$ cat config.mk
export PLATFORM = sky130hd
export DESIGN_NAME = decoder_onehot_scan
export DESIGN_NICKNAME = d
export VERILOG_FILES = /design/src/rtl/decoder_onehot_scan.sv
export SDC_FILE = /design/constraint.sdc
export NUM_CORES = 1
export LEC_CHECK = 0
export CELL_PAD_IN_SITES_DETAIL_PLACEMENT = 0
export CELL_PAD_IN_SITES_GLOBAL_PLACEMENT = 1
export CORE_MARGIN = 2
export CORE_UTILIZATION = 40
export CTS_CLUSTER_DIAMETER = 40
export CTS_CLUSTER_SIZE = 16
export DETAILED_ROUTE_END_ITERATION = 8
export GPL_TIMING_DRIVEN = 1
export PLACE_DENSITY_LB_ADDON = 0.25
export SYNTH_ARGS = -nofsm -noshare
export SYNTH_HDL_FRONTEND = slang
export SYNTH_SLANG_ARGS = --single-unit
$ cat constraint.sdc
create_clock -name clk -period 3.15 [get_ports clk]
set_clock_uncertainty 0.15 [all_clocks]
set_input_delay 0.63 -clock clk [delete_from_list [all_inputs] [get_ports clk]]
set_output_delay 0.63 -clock clk [all_outputs]
set_load 0.03 [all_outputs]
$ cat src/rtl/decoder_onehot_scan.sv
// N-bit select to NUM_OUT one-hot decoder with registered outputs.
// Direct mode decodes a qualified select; scan mode walks a single active line with a programmable dwell.
module decoder_onehot_scan #(
    parameter int unsigned N          = 2,
    parameter int unsigned NUM_OUT    = 4,
    parameter int unsigned DWELL      = 4,
    parameter int unsigned ACTIVE_LOW = 0
) (
    input  logic               clk,
    input  logic               rst_n,
    input  logic               en,
    input  logic               mode,
    input  logic [N-1:0]       sel,
    input  logic               sel_valid,
    output logic [NUM_OUT-1:0] y,
    output logic               y_valid,
    output logic [N-1:0]       idx,
    output logic               err,
    output logic               wrap
);

    localparam int unsigned CW = (DWELL > 1) ? $clog2(DWELL) : 1;
    localparam int unsigned SW = N + 1;

    typedef enum logic [1:0] {
        ST_IDLE   = 2'd0,
        ST_DIRECT = 2'd1,
        ST_SCAN   = 2'd2
    } state_e;

    state_e             state_q, state_d;
    logic [NUM_OUT-1:0] y_q, y_d;
    logic               y_valid_q, y_valid_d;
    logic [N-1:0]       idx_q, idx_d;
    logic               err_q, err_d;
    logic               wrap_q, wrap_d;
    logic [CW-1:0]      cnt_q, cnt_d;
    logic               sel_in_range_c;
    logic               last_idx_c;
    logic               dwell_done_c;

    // Output pattern for index i; act=0 gives the all-inactive pattern.
    function automatic logic [NUM_OUT-1:0] drive_pat(input logic [N-1:0] i, input logic act);
        logic [NUM_OUT-1:0] h;
        h = '0;
        for (int k = 0; k < int'(NUM_OUT); k++) begin
            h[k] = act && (i == N'(k));
        end
        return (ACTIVE_LOW != 0) ? ~h : h;
    endfunction

    // Widened compare so NUM_OUT == 2**N never flags a select as out of range.
    assign sel_in_range_c = ({1'b0, sel} < SW'(NUM_OUT));
    assign last_idx_c     = (idx_q == N'(NUM_OUT - 1));
    assign dwell_done_c   = (cnt_q == CW'(DWELL - 1));

    always_ff @(posedge clk or negedge rst_n) begin
        if (!rst_n) begin
            state_q   <= ST_IDLE;
            y_q       <= drive_pat('0, 1'b0);
            y_valid_q <= 1'b0;
            idx_q     <= '0;
            err_q     <= 1'b0;
            wrap_q    <= 1'b0;
            cnt_q     <= '0;
        end else begin
            state_q   <= state_d;
            y_q       <= y_d;
            y_valid_q <= y_valid_d;
            idx_q     <= idx_d;
            err_q     <= err_d;
            wrap_q    <= wrap_d;
            cnt_q     <= cnt_d;
        end
    end

    always_comb begin
        state_d   = state_q;
        y_d       = y_q;
        y_valid_d = y_valid_q;
        idx_d     = idx_q;
        err_d     = 1'b0;
        wrap_d    = 1'b0;
        cnt_d     = cnt_q;

        if (!en) begin
            state_d   = ST_IDLE;
            y_d       = drive_pat('0, 1'b0);
            y_valid_d = 1'b0;
            idx_d     = '0;
            cnt_d     = '0;
        end else if (!mode) begin
            state_d = ST_DIRECT;
            cnt_d   = '0;
            // Any entry into direct mode starts from an empty selection.
            if (state_q != ST_DIRECT) begin
                y_d       = drive_pat('0, 1'b0);
                y_valid_d = 1'b0;
                idx_d     = '0;
            end
            if (sel_valid) begin
                if (sel_in_range_c) begin
                    y_d       = drive_pat(sel, 1'b1);
                    y_valid_d = 1'b1;
                    idx_d     = sel;
                end else begin
                    y_d       = drive_pat('0, 1'b0);
                    y_valid_d = 1'b0;
                    err_d     = 1'b1;
                end
            end
        end else begin
            state_d = ST_SCAN;
            if (state_q != ST_SCAN) begin
                idx_d     = '0;
                y_d       = drive_pat('0, 1'b1);
                y_valid_d = 1'b1;
                cnt_d     = '0;
            end else if (dwell_done_c) begin
                cnt_d     = '0;
                idx_d     = last_idx_c ? '0 : idx_q + N'(1);
                y_d       = drive_pat(idx_d, 1'b1);
                y_valid_d = 1'b1;
                wrap_d    = last_idx_c;
            end else begin
                cnt_d = cnt_q + CW'(1);
            end
        end
    end

    assign y       = y_q;
    assign y_valid = y_valid_q;
    assign idx     = idx_q;
    assign err     = err_q;
    assign wrap    = wrap_q;

endmodule
* Yosys cells after proc, flatten, opt, wreduce, memory -nomap -nowiden *
Index checks and enable logic that the tools add are counted.

storage, ports and cells
  register bits after elaboration = 12
  word-level logic and storage cells = 52

operators by class
  $add $sub $neg = 2
  equal/unequal tests = 12
  mux-type cells = 29
  reductions and logical operators = 3

operators with widths
  operator             number
  $mux 2               13
  $mux 4               6
  $eq 2x2->1 const B   6
  $mux 1               10
  $add 2x1->2 const B  2
  $eq 2x1->1 const B   2
  $logic_not 2->1      2
  $ne 4x1->1 const B   1
  $ne 4x2->1 const B   1
  $ne 2x1->1 const B   1
  $ne 2x2->1 const B   1
  $reduce_and 2->1     1

* Depth between registers and ports, before layout *
  depth in word-level cells = 7
  gate-level depth with buffers = 4
  mapped depth without buffers = 4

* Least setup slack after synthesis *
OpenSTA, ideal clock, no wires.

  path type = input -> register
  from = in sel_valid
  to = reg y_q[1], in the netlist y[1]
  setup time = 0.125 ns
  arrival = 1.420 ns
  data required time = 2.875 ns
  setup slack = 1.455 ns
  stages on the path = 3
  path buffers = 0
  cell sequence = nor4b_2 > o21ai_4 > mux2_4

between the ends
  cells in the longest elaborated chain, start to end = 3
  elaborated cells between the ends (all ways) = 5

RTL lines
  item                  line  source
  start, declared       14    input logic sel_valid,
  $mux 4                101   if (sel_valid) begin
  $mux 4                92    end else if (!mode) begin
  $mux 4                86    if (!en) begin
  end signal, assigned  60    y_q <= drive_pat('0, 1'b0);
  end signal, assigned  68    y_q <= y_d;
  end, declared         32    logic [NUM_OUT-1:0] y_q, y_d;

Several ways; a longest one is shown, not always the timed one.
A chain may end at the register's enable or synchronous reset.

* Worst setup path after layout *
  from = reg idx_q[0], in the netlist idx[0]
  to = out idx[0]

RTL lines
  item                    line  source
  start, declared         34    logic [N-1:0] idx_q, idx_d;
  start signal, assigned  70    idx_q <= idx_d;
  end, declared           17    output logic [N-1:0] idx,

No word-level cell between the ends.

==> metrics.txt <==
post-route cell area=843.3 µm²; CTS tree=built; global-route wire length before repair=1938 µm; Resized Gates After CTS=0; die area=2007 µm²; via count=451; fill count=145; Reg clk slew, reported paths=0.08 ns; pin count of the biggest net entering global routing=13; crit path DAT=1.40 ns; Final min period=2.181 ns; CP Cell Sequence=clkdlybuf4s50_1; drc violations=0; starting density of the core=43.18%; P&R area growth vs syn=26.69%; Final ANT Viol Nets=0; Avg Cell Area, Syn=12.80 µm²; gp weighted congestion=0.6810; GR Util All Layers=14.12%; CP max stage cell=clkdlybuf4s50_1; worst-margin pin slew=0.5387 ns; DRT Wirelength=1162 µm; Post-synth EDFFs=0; hold crit path type=register to register; worst-path fanout max=5; clk_lat worst skew=0.27 ns; total grt overflow=0; via density per instance=5.369; Pleak=0.0004115 µW; Reg2Reg Setup Slack=1.51 ns; number of H-tree levels=1; share of cells above drive strength 1=14.71%; Peak VDD IR=244.7 µV; core area=1541 µm²; Pre-Repair DR Iteration Count=4; Async SR Flop Fraction=100.0%; predominant post-synthesis flop cell=dfrtp_1; delay-heaviest family, CP=buffers and inverters; worst setup path endpoint=idx[0]; IO Pins=16; R2R Path End=y[2]; #FFs+latches synth=12; Max clock buf depth=2; cts hold-fix bufs=0; pwr dens=400.9 nW/µm²; 1st-iter DRT viols=6; critical path required time=2.37 ns; final clock period utilization by the worst path=69.25%; critical path depth=1; Root Buffer=clkbuf_4; R2R Path Start=cnt_q[0]; initial antenna violation count=0; status=completed; PnR worst setup slack=0.9685 ns; overall power=338.1 µW; TritonCTS Buffers=3; Max-slew headroom=63.97%; setup slack after placement=0.8111 ns; vias in the first global route=450; postcts setup bufs=0; critical path type=register to primary output; Mapped Area=665.6 µm²; count of input and output buffers=14; Synthesized Nets=64; Crit. Startpoint=idx[0]; Netlist cell types=26; Hold Vio Cnt, Final=0; worst stage delay on the critical path=0.70 ns; sequential share of the synthesized area=45.11%; HPWL after DPL=884.2 µm; final setup fails=0; RSZ-0062 raised after global routing=no; Fin Setup TNS=0 ns; DIE HEIGHT=44.80 µm; maximum clock frequency=0.4584 GHz; commonest non-fill, non-tap cells in the layout=14 x clkdlybuf4s50_1, 12 x dfrtp_1, 5 x inv_1, 5 x ha_1, 4 x mux2i_1; # diodes=0; Cells after Synth=52; YS warnings=0; commonest non-fill, non-tap cell in the layout=clkdlybuf4s50_1; Chip Width=44.80 µm; Buf+Inv Stages, Crit Path=1; Worst Setup End Kind=primary output; Critical Path Start Type=register; Worst R2R Path Depth=4; Final Max Tran Viols=0; DR WL/cell=13.83 µm; clock sink count=12; Final nets=81; # rows=14; Cell Area, Placed=807.0 µm²; max_cap viols=0
## cell type report
cell class	count	area, µm²	share of cell area [%]
timing repair buffer	14	140.1	16.62
clock buffer	4	36.28	4.303
tap	16	20.02	2.374
multi-input combinational	33	327.8	38.87
inverter	5	18.77	2.226
sequential	12	300.3	35.61
## cells in the mapped netlist (2+ instances only)
cell type	number	area share, %
mux2_4	3	6.8
and2_1	2	1.9
ha_1	5	9.4
dfrtp_1	12	45
mux2i_1	4	6.0
inv_1	5	2.8
o2bb2ai_1	2	2.6
## registers in the layout, summed over array words and instances (netlist names)
signal	count
cnt_q	2
y_valid	1
wrap	1
y	4
idx	2
state_q	2
## cell families (layout without fill, tap and decap cells)
logic type,Yosys count,count (layout),share of synthesized area (%)
compound gates,8,8,10.72
fa+ha+maj,5,5,9.398
buf+inv,7,23,5.640
flops,12,12,45.11
mux,7,7,12.78
other cells,1,1,0.5634
simple gates,12,12,15.79
## stage by stage
| step | std cells | util, % | hold slack, ns |
|---|---|---|---|
| after floorplan | 52 | - | 0.1844 |
| after global placement | 80 | 52.35 | 0.2784 |
| after detailed placement | 80 | 52.35 | 0.2811 |
| after CTS | 84 | 54.71 | 0.2921 |
| after global routing | 84 | 54.71 | 0.3258 |
| final | 84 | 54.71 | 0.2854 |
## worst min path at each step
stage,to,slack [ns],start,cells past startpoint
after detailed placement,cnt_q[0],0.28,cnt_q[0],1
after floorplan,cnt_q[0],0.18,rst_n,0
after global routing,cnt_q[0],0.33,cnt_q[0],1
final,cnt_q[0],0.29,cnt_q[0],1
after global placement,cnt_q[0],0.28,cnt_q[0],1
after CTS,cnt_q[0],0.29,cnt_q[0],1
## power by group
group | leakage (µW) | switching [µW] | internal, µW | total (µW)
registers | 0.000161 | 4.53 | 160 | 164
logic | 0.000229 | 28.6 | 24.6 | 53.3
clock network | 0.0000210 | 50.4 | 70.1 | 121
total | 0.000411 | 83.6 | 255 | 338
## routing by layer
| metal | track usage (%) | part of all wire (%) |
|---|---|---|
| met3 | 4.000 | 4.5 |
| met2 | 21.16 | 45 |
| met5 | 0 | 0 |
| met1 | 17.13 | 48 |
| met4 | 10.59 | 2.2 |
Note: power is estimated with default switching activity, not from simulation.
